$ cat src/rtl/arriba_control_fsm.sv
// arriba_control_fsm
//   Control unit for the ABAJO_UNIT datapath. Sequences each instruction
//   through FETCH -> DECODE -> EXECUTE -> (MEM) -> (WRITEBACK) and produces
//   the datapath control word, PC/stack/flag enables and the instruction,
//   data and port bus handshakes.
// Ports
//   clk_i, rst_ni          clock, synchronous active-low reset
//   ClkEn_i                clock enable, 0 freezes all state
//   op_i, func_i           decoded instruction class and sub-op
//   carry_i, zero_i        registered ALU flags (used by branches)
//   inst/data/port_ack_i   bus acknowledges
//   inst/data/port_cyc_o   bus cycle strobes (at most one high at a time)
//   data_we_o, port_we_o   bus write enables
//   RegMux_o, RegWrt_o     writeback source / register write enable
//   op2_o, ALUOp_o         ALU operand-2 select / ALU function
//   flag_en_o              load carry/zero from ALU
//   pc_en_o, pc_mux_o      PC update strobe / next-PC source
//   push_o, pop_o          return stack control
//   halt_o                 core halted (left only by reset)
module arriba_control_fsm (
  input  logic       clk_i,
  input  logic       rst_ni,
  input  logic       ClkEn_i,
  input  logic [2:0] op_i,
  input  logic [2:0] func_i,
  input  logic       carry_i,
  input  logic       zero_i,
  input  logic       inst_ack_i,
  input  logic       data_ack_i,
  input  logic       port_ack_i,
  output logic       inst_cyc_o,
  output logic       data_cyc_o,
  output logic       data_we_o,
  output logic       port_cyc_o,
  output logic       port_we_o,
  output logic [1:0] RegMux_o,
  output logic       RegWrt_o,
  output logic       op2_o,
  output logic [3:0] ALUOp_o,
  output logic       flag_en_o,
  output logic       pc_en_o,
  output logic [1:0] pc_mux_o,
  output logic       push_o,
  output logic       pop_o,
  output logic       halt_o
);

  localparam logic [2:0] S_FETCH  = 3'd0;
  localparam logic [2:0] S_DECODE = 3'd1;
  localparam logic [2:0] S_EXEC   = 3'd2;
  localparam logic [2:0] S_MEM    = 3'd3;
  localparam logic [2:0] S_WB     = 3'd4;
  localparam logic [2:0] S_HALT   = 3'd5;

  localparam logic [2:0] OP_ALUI   = 3'b000;
  localparam logic [2:0] OP_ALUR   = 3'b001;
  localparam logic [2:0] OP_SHIFT  = 3'b010;
  localparam logic [2:0] OP_MEM    = 3'b011;
  localparam logic [2:0] OP_JUMP   = 3'b100;
  localparam logic [2:0] OP_BRANCH = 3'b101;
  localparam logic [2:0] OP_MISC   = 3'b110;

  logic [2:0] state, state_nxt;
  logic [2:0] op_q, func_q;
  logic [3:0] alu_op_q;
  logic       op2_q;
  logic       inst_cyc_q, data_cyc_q, data_we_q, port_cyc_q, port_we_q;
  logic       mem_done, taken;
  logic       flag_en, pc_en, push, pop, reg_wrt;
  logic [1:0] pc_mux, reg_mux;

  // Acks only count while the matching strobe is up and the clock is enabled.
  assign mem_done = ClkEn_i && ((data_cyc_q && data_ack_i) || (port_cyc_q && port_ack_i));

  always_comb begin
    state_nxt = state;
    case (state)
      S_FETCH:  if (ClkEn_i && inst_cyc_q && inst_ack_i) state_nxt = S_DECODE;
      S_DECODE: state_nxt = S_EXEC;
      S_EXEC: begin
        case (op_q)
          OP_ALUI, OP_ALUR, OP_SHIFT: state_nxt = S_WB;
          OP_MEM:  state_nxt = S_MEM;
          OP_MISC: state_nxt = (func_q == 3'b100 || func_q == 3'b101) ? S_HALT : S_FETCH;
          default: state_nxt = S_FETCH;
        endcase
      end
      // stm/out complete straight to FETCH; ldm/inp go through writeback
      S_MEM:    if (mem_done) state_nxt = func_q[0] ? S_FETCH : S_WB;
      S_WB:     state_nxt = S_FETCH;
      S_HALT:   state_nxt = S_HALT;
      default:  state_nxt = S_FETCH;
    endcase
  end

  // Bus strobes are registered from the next state, so the cycle right after
  // reset shows inst_cyc_o=0 even though the state is already FETCH.
  always_ff @(posedge clk_i) begin
    if (!rst_ni) begin
      state      <= S_FETCH;
      op_q       <= 3'b000;
      func_q     <= 3'b000;
      alu_op_q   <= 4'b0000;
      op2_q      <= 1'b0;
      inst_cyc_q <= 1'b0;
      data_cyc_q <= 1'b0;
      data_we_q  <= 1'b0;
      port_cyc_q <= 1'b0;
      port_we_q  <= 1'b0;
    end else if (ClkEn_i) begin
      state      <= state_nxt;
      inst_cyc_q <= (state_nxt == S_FETCH);
      data_cyc_q <= (state_nxt == S_MEM) && !func_q[1];
      data_we_q  <= (state_nxt == S_MEM) && !func_q[1] && func_q[0];
      port_cyc_q <= (state_nxt == S_MEM) && func_q[1];
      port_we_q  <= (state_nxt == S_MEM) && func_q[1] && func_q[0];
      if (state == S_DECODE) begin
        op_q   <= op_i;
        func_q <= func_i;
        case (op_i)
          OP_ALUI:  begin alu_op_q <= {1'b0, func_i};        op2_q <= 1'b0; end
          OP_ALUR:  begin alu_op_q <= {1'b0, func_i};        op2_q <= 1'b1; end
          OP_SHIFT: begin alu_op_q <= {2'b10, func_i[1:0]};  op2_q <= 1'b1; end
          default:  begin alu_op_q <= 4'b0000;               op2_q <= 1'b0; end
        endcase
      end
    end
  end

  always_comb begin
    case (func_q[1:0])
      2'b00:   taken = zero_i;
      2'b01:   taken = !zero_i;
      2'b10:   taken = carry_i;
      default: taken = !carry_i;
    endcase
  end

  always_comb begin
    flag_en = 1'b0;
    pc_en   = 1'b0;
    pc_mux  = 2'b00;
    push    = 1'b0;
    pop     = 1'b0;
    reg_wrt = 1'b0;
    reg_mux = 2'b00;
    case (state)
      S_EXEC: begin
        case (op_q)
          OP_ALUI, OP_ALUR, OP_SHIFT: flag_en = 1'b1;
          OP_MEM: ;
          OP_JUMP: begin
            pc_en  = 1'b1;
            pc_mux = 2'b10;
            push   = func_q[0];
          end
          OP_BRANCH: begin
            pc_en  = 1'b1;
            pc_mux = taken ? 2'b01 : 2'b00;
          end
          OP_MISC: begin
            if (func_q == 3'b000) begin
              pc_en  = 1'b1;
              pc_mux = 2'b11;
              pop    = 1'b1;
            end else if (func_q != 3'b100 && func_q != 3'b101) begin
              pc_en = 1'b1;
            end
          end
          default: pc_en = 1'b1;
        endcase
      end
      // stores/outputs advance the PC in the same cycle the ack arrives
      S_MEM: pc_en = mem_done && func_q[0];
      S_WB: begin
        reg_wrt = 1'b1;
        pc_en   = 1'b1;
        if (op_q == OP_MEM) reg_mux = func_q[1] ? 2'b10 : 2'b01;
      end
      default: ;
    endcase
  end

  assign inst_cyc_o = inst_cyc_q;
  assign data_cyc_o = data_cyc_q;
  assign data_we_o  = data_we_q;
  assign port_cyc_o = port_cyc_q;
  assign port_we_o  = port_we_q;
  assign RegMux_o   = reg_mux;
  assign RegWrt_o   = reg_wrt;
  assign op2_o      = op2_q;
  assign ALUOp_o    = alu_op_q;
  assign flag_en_o  = flag_en;
  assign pc_en_o    = pc_en;
  assign pc_mux_o   = pc_mux;
  assign push_o     = push;
  assign pop_o      = pop;
  assign halt_o     = (state == S_HALT);

endmodule

$ cat config.mk
export PLATFORM = sky130hd
export DESIGN_NAME = arriba_control_fsm
export DESIGN_NICKNAME = d
export VERILOG_FILES = /design/src/rtl/arriba_control_fsm.sv
export SDC_FILE = /design/constraint.sdc
export NUM_CORES = 1
export LEC_CHECK = 0
export ABC_AREA = 1
export CAP_MARGIN = 20
export CORE_MARGIN = 2
export CORE_UTILIZATION = 30
export CTS_CLUSTER_DIAMETER = 40
export DETAILED_ROUTE_END_ITERATION = 8
export PLACE_DENSITY = 0.65
export SLEW_MARGIN = 20
export SYNTH_ARGS = -nofsm -noshare
export SYNTH_HDL_FRONTEND = slang
export SYNTH_SLANG_ARGS = --single-unit
export TNS_END_PERCENT = 30
$ cat constraint.sdc
create_clock -name clk_i -period 1.55 [get_ports clk_i]
set_input_delay 0.155 -clock clk_i [delete_from_list [all_inputs] [get_ports clk_i]]
set_output_delay 0.155 -clock clk_i [all_outputs]
set_load 0.02 [all_outputs]
* Word level (Yosys, flattened, before mapping)
Cells that the tools add are included. Widths: inputs -> output; s select.
Storage, ports and cells: register bits 19, output and inout port bits 20, logic and storage cells 85, input port bits 14
Cells by class: mux-type cells 28, reduce and logical (&&, ||, !) cells 27, eq/ne operators 20
Operator list (count):
- $eq 3x3->1 const B | 7
- $eq 3x2->1 const B | 6
- $logic_not 3->1 | 5
- $pmux 3 s5 | 1
- $mux 1 | 12
- $mux 3 | 4
- $logic_and 1x1->1 | 11
- $mux 2 | 5
- $eq 3x1->1 const B | 3
- $pmux 3 s3 | 1
- $pmux 4 s2 | 1
- $ne 3x3->1 const B | 2
- $pmux 1 s3 | 2
- $pmux 2 s3 | 1
- $reduce_or 2->1 | 2
- $reduce_or 4->1 | 1
- $logic_not 1->1 | 3
- $reduce_or 3->1 | 1
- $eq 2x1->1 const B | 1
- $eq 2x2->1 const B | 1
- $logic_not 2->1 | 1
- $logic_or 1x1->1 | 2
- $pmux 1 s2 | 1
- $reduce_and 2->1 | 1

* Logic depth before layout (Yosys ltp)
Gate-level depths: netlist of run 1.
depth after elaboration 8, depth in mapped cells 11, mapped depth without buffers 11

* Worst setup path before layout of run 1
No wires, ideal clock.
path type flip-flop to output port, start register port_cyc_q (netlist: port_cyc_o), end output pc_en_o, slack -127 ps, buffers on the path 0, stages on the path, launching flop included 5, required time 1395 ps, arrival 1522 ps, cell sequence dfxtp_1 nand2_1 nand2_1 nand2_1 o311ai_0
Between the ends: cells in the longest elaborated chain, start to end 5
Ends and longest elaborated chain:
- from (decl) | RTL line 67 | logic inst_cyc_q, data_cyc_q, data_we_q, port_cyc_q, port_we_q;
- from (signal assigned) | RTL line 115 | port_cyc_q <= (state_nxt == S_MEM) && func_q[1];
- $logic_and 1x1->1 | RTL line 73 | assign mem_done = ClkEn_i && ((data_cyc_q && data_ack_i) || (port_cyc_q && port_ack_i));
- $logic_or 1x1->1 | RTL line 73
- $logic_and 1x1->1 | RTL line 73
- $logic_and 1x1->1 | RTL line 174 | S_MEM: pc_en = mem_done && func_q[0];
- $pmux 1 s3 | RTL line 147 | case (state)
- to (decl) | RTL line 41 | output logic pc_en_o,
No other way between the ends.

* Worst setup path after layout of run 1
start register func_q[1], end output pc_mux_o[0]
Between the ends: cells in the longest elaborated chain, start to end 5, elaborated cells between the ends (all ways) 9, classes of those cells 2 x eq/ne; 5 x mux; 2 x reduce/logical
Ends and longest elaborated chain:
- from (decl) | RTL line 64 | logic [2:0] op_q, func_q;
- from (signal assigned) | RTL line 119 | func_q <= func_i;
- $eq 2x2->1, or another cell as far along | RTL line 131 | case (func_q[1:0])
- $pmux 1 s3 | RTL line 131
- $mux 1 | RTL line 159 | pc_mux = taken ? 2'b01 : 2'b00;
- $pmux 2 s3 * | RTL line 149 | case (op_q)
- $mux 2 * | RTL line 147
- to (decl) | RTL line 42 | output logic [1:0] pc_mux_o,
Every way passes the cells marked *; elsewhere a longest branch is shown, timed or not.

==> results of run 1 <==
worst max-delay path, cell delays in order (launching register included):
cell and delay (ps):
dfxtp_4 410, inv_4 50, nand2_2 50, nand2_2 50, xor2_1 150, nand4_1 120, a21oi_2 150, buf_4 150
Yosys cell counts:
cell / n / area share
nand4_1: 4 / 0.024
or2_2: 1 / 0.0061
nand3b_1: 2 / 0.015
buf_6: 1 / 0.011
nand3_2: 1 / 0.0098
inv_2: 5 / 0.018
nand2_2: 3 / 0.018
inv_1: 20 / 0.073
inv_4: 1 / 0.0061
o311ai_0: 1 / 0.0086
nor4_1: 1 / 0.0061
a21oi_2: 1 / 0.0086
o21ai_0: 7 / 0.034
nand3_1: 8 / 0.039
o21ai_1: 2 / 0.0098
buf_2: 1 / 0.0049
nor2_1: 19 / 0.070
a21oi_1: 17 / 0.083
xor2_1: 1 / 0.0086
nand2_1: 30 / 0.11
clkbuf_1: 1 / 0.0037
nor3_1: 5 / 0.024
dfxtp_1: 19 / 0.37
nor2_2: 4 / 0.024
nand2_4: 1 / 0.011
worst max-delay path by stage:
stage | cells after the start | to | slack [ps]
global placement | 6 | pc_en_o | -390
floorplan | 4 | pc_en_o | 120
global route | 7 | pc_mux_o[0] | -110
CTS | 7 | pc_mux_o[0] | -60
finish | 7 | pc_mux_o[0] | -40
detailed placement | 6 | pc_en_o | -370
layer usage:
metal / vias up / GRT usage
met4: 0 / 0.0750
met3: 5 / 0.0162
met1: 533 / 0.189
met2: 22 / 0.235
met5: - / 0
li1: 643 / -
what timing repair did:
item	CTS	global route
resized for setup	47	30
hold endpoints to repair	0	0
pin swaps	0	4
buffers inserted	0	1
endpoints found under the setup margin	10	12
state kept, by name (all words and copies together) (netlist names):
register    cells
op2_o           1
port_cyc_o      1
data_we_o       1
state           3
port_we_o       1
ALUOp_o         4
data_cyc_o      1
inst_cyc_o      1
op_q            3
func_q          3
final cells by class:
class                   instances  area, um^2  share of cell area
multi-input cells             108         586               0.337
well taps                      46        57.6              0.0331
clock inverters                 1        7.51             0.00432
clock buffers                   3        22.5              0.0130
flip-flops and latches         19         393               0.226
repair buffers                 68         568               0.327
inverters                      26         103              0.0591
power groups by stage:
stage          registers (mW)  clock network, mW  logic (mW)
2_1_floorplan           0.535                  0      0.0916
3_3_place_gp            0.527                  0       0.219
3_5_place_dp            0.527                  0       0.221
4_1_cts                 0.516              0.275       0.218
5_1_grt                 0.520              0.290       0.253
6_report                0.517              0.265       0.230
per-stage QoR:
stage           util  setup TNS, ps  setup slack [ps]
2_1_floorplan      -              0               118
3_3_place_gp   0.497          -1670              -385
3_5_place_dp   0.497          -1930              -373
4_1_cts        0.498           -104             -63.6
5_1_grt        0.525           -543              -105
6_report       0.525          -39.7             -39.7
logic make-up after synthesis:
group,after synthesis
AND/OR/NAND/NOR,79
flip-flops,19
buffers and inverters,29
AO/OA/AOI/OAI,28
XOR/XNOR,1
==> run metrics, run 1 <==
R2R depth=11; Non-Filler Instances=271; Critical Path Source=func_q[1]$_SDFFE_PN0P_; drt first pass iters=4; routed vias=1203; post-synthesis simple-gate area fraction=0.358; initial antenna violation count=0; routed length on met3=82 um; initial drt markers=34; Reg-to-Reg Start=state[1]$_SDFFE_PN0P_; PwrDens=583 nW/um^2; Synth Area in Compound Gates=0.144; DR DRC count=0; detailed-route wire length per cell=10.5 um; placed instance count=266; Net Sw Frac=0.289; final WL=2860 um; register share of total power=0.511; WL met1=1350 um; vias in the first global route=1080; static leakage power=0.761 nW; Port Buffers=33; Yosys warning count=0; fillers=360; WP data arrival=1430 ps; HP Class=primary input to register; Die Y=62.4 um; CTS buffer count=3; Seq/Total Area, Yosys=0.372; most frequent cells in the layout=buf_4, nand2_1, clkdlybuf4s50_1, nor2_1, inv_1; GRT overflow=0; maximum vdd ir drop=0.389 mV; Routed Antenna Nets=0; site row count=21; hold path cells=3; final hold vios=0; cts hold-fix bufs=0; r2r endpoint=port_we_o$_SDFFE_PN0P_; H-tree level count=1; core area=3310 um^2; Antenna Cells=0; final clock skew=8.78 ps; Tmin final=1590 ps; Clk pin slew, worst setup/hold paths=120 ps; DR vias/cell=4.44; Max Used Layer=met4; XOR/XNOR Fraction of Synth Area=0.00856; Worst EP required=1390 ps; hold_ws=426 ps; pin count of the biggest net entering global routing=13; CP Launch Type=register; Max Clk Rate=0.629 GHz; GP Congestion=0.836; met2 WL post-DR=1360 um; critical path capture point type=primary output; Slew HR=0.784; total track usage=0.145; post-synthesis adder-cell area fraction=0; Area Growth Syn to Fin=69.7%; failing checks=negative setup slack; nets@finish=240; Max FO, Critical Path=5; CTS tree=yes; final worst path period share=1.03; Placed Area=1650 um^2; # IOs=34; reg2reg setup slack=160 ps; Setup Crit Path Kind=register to primary output; Syn Nets=170; Detailed Place HPWL=2170 um; Synth cell types=25; root buffer cell=clkbuf_4; clock latency on the worst-skew pair=310 ps; Starting Density=0.309; CTS Buffer Depth=2; CTS sink cnt=19; Clock power frac=0.262; Gate Count Post-Synth=156; Die W=62.4 um; Hold Crit Start=func_i[2]; Logic pwr share=0.227; register bit total from synthesis=19; Hold Path End=func_q[2]$_SDFFE_PN0P_; global-route wire length before repair=4590 um; mux contribution to synthesized area=0; max-cap violation count=0; fin. max-slew vios=0; Syn Std Cell Area=1020 um^2; setup slack after layout=-39.7 ps; Tot Pwr=1.01 mW; post-route cell area=1740 um^2; sw power=293 uW; RSZ-0062 raised after global routing=yes; fraction of layout cells with a size suffix above 1=0.400; actual slew at the worst max-slew pin=323 ps; Final Setup Violations=1; commonest non-fill, non-tap cell in the layout=buf_4; die area=3900 um^2; largest family of logic cells by synthesized area=simple AND/OR/NAND/NOR gates; syn avg cell area=6.56 um^2; Internal Power=719 uW; outcome=complete, but fails checks
No activity file was read; power rests on OpenSTA's default activity.
==> run 2: changes to the inputs <==
- CORE_ASPECT_RATIO: default -> 0.9
- CORE_MARGIN: 2 -> 1
==> run 2 against run 1 <==
Against the previous run:
- the flow still finishes with violations (negative setup slack)
- die area fell by 6.3%
- wire length is 5.5% lower
- clock skew decreased by 7.3 ps
- clock-buffer cell count unchanged
- register-to-register slack worse by 30 ps
- non-clock buffer count is 3 lower
- final cell count decreased by 2.6%
- setup slack better by 19 ps
- maximum frequency up 1.2%
- total power grew 7.0%
- global-route usage increased by 0.92 points
==> run metrics, run 2 (same netlist as run 1, synthesis figures left out) <==
outcome=complete, but fails checks (unchanged); failing checks=negative setup slack (unchanged); CTS buffer count=3 (unchanged); hold path cells=2 (was 3); WP data arrival=1420 ps (was 1430 ps); most used cell, CP=nand2_1 (was nand2_2); fraction of layout cells with a size suffix above 1=0.333 (was 0.400); static leakage power=0.751 nW (was 0.761 nW); GP Congestion=0.841 (was 0.836); CTS tree=yes (unchanged); die area=3650 um^2 (was 3900 um^2); max reg flops=4 (unchanged); Final Setup Violations=1 (unchanged); fin util=0.529 (was 0.525); Max FO, Critical Path=5 (unchanged); R2R depth=11 (unchanged); Area Growth Syn to Fin=63.3% (was 69.7%); final clock skew=1.47 ps (was 8.78 ps); worst-path cell chain=inv_2 > nand2_1 > nand2_1 > xor2_1 > nand4_1 > a21oi_2 > buf_4 (was inv_4 > nand2_2 > nand2_2 > xor2_1 > nand4_1 > a21oi_2 > buf_4); Detailed Place HPWL=2080 um (was 2170 um); fillers=316 (was 360); actual slew at the worst max-slew pin=417 ps (was 323 ps); Die W=63.6 um (was 62.4 um); # IOs=34 (unchanged); PwrDens=648 nW/um^2 (was 583 nW/um^2); setup slack after layout=-21.1 ps (was -39.7 ps); Critical-path top delay cell=dfxtp_2 (was dfxtp_4); area of the multi-input gates=553 um^2 (was 586 um^2); maximum vdd ir drop=0.735 mV (was 0.389 mV); max-cap violation count=0 (unchanged); delay of the slowest cell on the worst path=360 ps (was 410 ps); nets@finish=237 (was 240); routed vias=1195 (was 1203); CTS sink cnt=19 (unchanged); Max Clk Rate=0.636 GHz (was 0.629 GHz); Starting Density=0.324 (was 0.309); logic depth of the worst path, buffers included=7 (unchanged); Tmin final=1570 ps (was 1590 ps); final WL=2700 um (was 2860 um); CP Launch Type=register (unchanged); CTS Buffer Depth=2 (unchanged); Die Y=57.4 um (was 62.4 um); clock latency on the worst-skew pair=250 ps (was 310 ps); final worst path period share=1.01 (was 1.03); Tot Pwr=1.08 mW (was 1.01 mW); global-route wire length before repair=4480 um (was 4590 um); GRT overflow=0 (unchanged); Routed Antenna Nets=0 (unchanged); HP Class=register to register (was primary input to register); setup TNS=-21.1 ps (was -39.7 ps); sequential cell area=387 um^2 (was 393 um^2); pin count of the biggest net entering global routing=14 (was 13); commonest non-fill, non-tap cell in the layout=buf_4 (unchanged); initial drt markers=31 (was 34); Placed Area=1630 um^2 (was 1650 um^2); root buffer cell=clkbuf_8 (was clkbuf_4); cts hold-fix bufs=0 (unchanged); Crit path max-delay family=flip-flops (unchanged); H-tree level count=1 (unchanged); drt first pass iters=4 (unchanged); total track usage=0.154 (was 0.145); DR DRC count=0 (unchanged); vias in the first global route=1029 (was 1080); RSZ-0062 raised after global routing=yes (unchanged); Buf+Inv Stages, Crit Path=2 (unchanged); core area=3160 um^2 (was 3310 um^2); Antenna Cells=0 (unchanged); final hold vios=0 (unchanged); Slew HR=0.722 (was 0.784); DR vias/cell=4.53 (was 4.44); pre-CTS setup slack=-378 ps (was -373 ps); Clk pin slew, worst setup/hold paths=70 ps (was 120 ps); post-route cell area=1670 um^2 (was 1740 um^2); site row count=19 (was 21); initial antenna violation count=0 (unchanged); Port Buffers=33 (unchanged); Setup Crit Path Kind=register to primary output (unchanged); Worst EP required=1390 ps (about the same); detailed-route wire length per cell=10.2 um (was 10.5 um); fin. max-slew vios=0 (unchanged); critical path capture point type=primary output (unchanged); most frequent cells in the layout=buf_4, nand2_1, clkdlybuf4s50_1, inv_1, nor2_1 (was buf_4, nand2_1, clkdlybuf4s50_1, nor2_1, inv_1)
-- run 2: cell types whose count changed in the layout (fill, tap and decap cells not counted), sizes merged --
cell / previous run / this run
dlygate4sd2: 0 / 1
buf: 43 / 38
clkinv: 0 / 1
clkinvlp: 1 / 0
clkbuf: 4 / 5
-- run 2: stage by stage --
stage               instances  hold slack (ps)
floorplan                 156              293
global placement          260              451
detailed placement        260              453
CTS                       264              468
global route              264              482
finish                    264              462
-- run 2: layout make-up --
class                           count  share of cell area
Clock inverter                      1             0.00299
Inverter                           26              0.0599
Sequential cell                    19               0.231
Multi-Input combinational cell    108               0.331
Tap cell                           42              0.0314
Clock buffer                        3              0.0247
Timing Repair Buffer               65               0.319
-- run 2: path summary, 6_finish.rpt --
kind / from / to / slack, ps
worst max register to register: state[1]$_SDFFE_PN0P_ / port_we_o$_SDFFE_PN0P_ / 130
worst max-delay path: func_q[1]$_SDFFE_PN0P_ / pc_mux_o[0] / -20
worst min register to register: ALUOp_o[2]$_SDFFE_PN0P_ / ALUOp_o[2]$_SDFFE_PN0P_ / 460
worst min-delay path: ALUOp_o[2]$_SDFFE_PN0P_ / ALUOp_o[2]$_SDFFE_PN0P_ / 460
-- run 2: layer usage --
metal / vias up / GRT usage / wire, um
li1: 633 / - / -
met1: 532 / 0.222 / 1380
met2: 28 / 0.233 / 1190
met3: 2 / 0.0440 / 116
met4: 0 / 0.0195 / 10
met5: - / 0 / 0
-- run 2: worst register-to-register path: stages, from the launching register on --
cell and delay (ps):
dfxtp_2 340, buf_4 140, nor2_4 130, nand2_2 70
buf_4 140, nand2_2 60, nor2_2 40, nand2_2 80
nand4_1 110, nor2_1 120, nor2_1 50, nor2_1 80
-- run 2: timing repair --
action	CTS	global route
resized for setup	35	18
pin swaps	0	0
gates cloned	0	0
setup endpoints to repair	10	12
buffers inserted	0	0
hold endpoints to repair	0	0
-- run 2: power by group --
group          internal, mW  total, mW  switching, mW
clock                 0.179      0.348          0.170
combinational         0.108      0.217          0.109
sequential            0.505      0.517         0.0124
==> run 3: changes to the inputs <==
- PLACE_DENSITY: 0.65 -> 0.67
- SKIP_LAST_GASP: default -> 1
- clock period: 1.55 -> 1.35 ns (I/O delays scaled with it)
==> run 3 against run 2 <==
Against the previous run:
- clock-buffer cell count did not move
- clock skew barely moved
- critical path depth fell by 1
- non-clock buffer count rose by 7
- largest cell class unchanged
- final cell count rose by 2.7%
- cell area rose by 14%
- first-iteration DRC count fell by 6.5%
- the flow still finishes with violations (negative setup slack)
- wire length rose by 16%
- combinational power rose by 39%
- die area did not move
- core utilization rose by 7.4 points
- via count rose by 4.4%
==> run metrics, run 3 (same netlist as run 1, synthesis figures left out) <==
static leakage power=0.835 nW (was 0.751 nW); max-cap violation count=0 (unchanged); routed vias=1247 (was 1195); initial drt markers=29 (was 31); Reg-to-Reg Start=op_q[2]$_SDFFE_PN0P_ (was state[1]$_SDFFE_PN0P_); detailed-route wire length per cell=11.5 um (was 10.2 um); fin util=0.602 (was 0.529); Die Y=57.4 um (unchanged); Hold Crit Start=func_i[0] (was ALUOp_o[2]$_SDFFE_PN0P_); H-tree level count=1 (unchanged); fraction of layout cells with a size suffix above 1=0.467 (was 0.333); GRT overflow=0 (unchanged); Routed Antenna Nets=0 (unchanged); failing checks=negative setup slack (unchanged); pin count of the biggest net entering global routing=13 (was 14); # IOs=34 (unchanged); Buf+Inv Stages, Crit Path=4 (was 2); Port Buffers=33 (unchanged); HP Class=primary input to register (was register to register); CTS Buffer Depth=2 (unchanged); post-route cell area=1900 um^2 (was 1670 um^2); cts hold-fix bufs=0 (unchanged); Tot Pwr=1.32 mW (was 1.08 mW); Crit path max-delay family=buffers and inverters (was flip-flops); die area=3650 um^2 (unchanged); Max Clk Rate=0.668 GHz; Critical Path Source=op_q[2]$_SDFFE_PN0P_ (was func_q[1]$_SDFFE_PN0P_); commonest non-fill, non-tap cell in the layout=buf_4 (unchanged); PwrDens=693 nW/um^2 (was 648 nW/um^2); Tmin final=1500 ps; DR DRC count=0 (unchanged); RSZ-0062 raised after global routing=yes (unchanged); Setup Crit Path Kind=register to primary output (unchanged); Area Growth Syn to Fin=86.1% (was 63.3%); Critical-path top delay cell=dfxtp_4 (was dfxtp_2); worst-path cell chain=buf_6 > buf_4 > nor2_4 > inv_2 > nor3_2 > buf_4 (was inv_2 > nand2_1 > nand2_1 > xor2_1 > nand4_1 > a21oi_2 > buf_4); Worst EP required=1220 ps (was 1390 ps); Antenna Cells=0 (unchanged); Detailed Place HPWL=2230 um (was 2080 um); Max FO, Critical Path=3 (was 5); WP data arrival=1360 ps (was 1420 ps); outcome=complete, but fails checks (unchanged); Starting Density=0.324 (unchanged); initial antenna violation count=0 (unchanged); final WL=3120 um (was 2700 um); setup slack after layout=-148 ps (was -21.1 ps); CTS tree=yes (unchanged); Clk pin slew, worst setup/hold paths=80 ps (was 70 ps); critical path capture point type=primary output (unchanged); final clock skew=1.22 ps (was 1.47 ps); Placed Area=1660 um^2 (was 1630 um^2); Final Setup Violations=15 (was 1); site row count=19 (unchanged); root buffer cell=clkbuf_8 (unchanged); drt first pass iters=4 (unchanged); maximum vdd ir drop=0.572 mV (was 0.735 mV); clock latency on the worst-skew pair=260 ps (was 250 ps); Die W=63.6 um (unchanged); most used cell, CP=buf_4 (was nand2_1); CP Launch Type=register (unchanged); CTS sink cnt=19 (unchanged); Slew HR=0.774 (was 0.722); total track usage=0.174 (was 0.154); final hold vios=0 (unchanged); core area=3160 um^2 (unchanged); fin. max-slew vios=0 (unchanged); delay of the slowest cell on the worst path=360 ps (about the same); final worst path period share=1.11; most frequent cells in the layout=buf_4, clkdlybuf4s50_1, nand2_1, nor2_1, a21oi_1 (was buf_4, nand2_1, clkdlybuf4s50_1, inv_1, nor2_1); GP Congestion=0.819 (was 0.841); DR vias/cell=4.60 (was 4.53); max reg flops=4 (unchanged); actual slew at the worst max-slew pin=339 ps (was 417 ps); nets@finish=244 (was 237); CTS buffer count=3 (unchanged); global-route wire length before repair=4970 um (was 4480 um); vias in the first global route=1126 (was 1029); hold_ws=444 ps (was 462 ps)
-- run 3: worst min-delay path, delay by kind of cell --
kind                   cells  cell delay (ps)
AO/OA/AOI/OAI              1               50
buffers and inverters      1              420
AND/OR/NAND/NOR            1               70
-- run 3: cell type report --
cell class / count / area [um^2]
Clock buffer: 3 / 41.3
Clock inverter: 1 / 7.51
Fill cell: 292 / 1260
Inverter: 26 / 105
Multi-Input combinational cell: 108 / 657
Sequential cell: 19 / 402
Tap cell: 42 / 52.6
Timing Repair Buffer: 72 / 639
-- run 3: timing repair --
item,CTS,global route
buffers inserted,1,4
pin swaps,3,15
gates resized for setup,72,39
gates cloned,0,0
setup endpoints to repair,31,39
-- run 3: metrics by stage --
step / instances / setup WS, ps / TNS (ps)
floorplan: 156 / 11.5 / 0
global placement: 262 / -511 / -6750
detailed placement: 262 / -522 / -6630
CTS: 267 / -148 / -1250
global route: 271 / -229 / -2560
finish: 271 / -148 / -1120
-- run 3: final timing paths --
path,to,slack [ps],cells past startpoint
worst max-delay path,RegMux_o[0],-150,6
worst min-delay path,func_q[0]$_SDFFE_PN0P_,440,3
worst max register to register,port_we_o$_SDFFE_PN0P_,-80,10
worst min register to register,ALUOp_o[0]$_SDFFE_PN0P_,470,2
-- run 3: report_power, final --
group	internal, mW	switching, mW
sequential	0.574	0.0181
clock	0.209	0.217
combinational	0.154	0.148
total	0.937	0.383
-- run 3: metal layers --
layer	track usage	part of all wire
met3	0.0400	0.034
met1	0.226	0.49
met4	0.0649	0.013
met2	0.281	0.46
met5	0	0
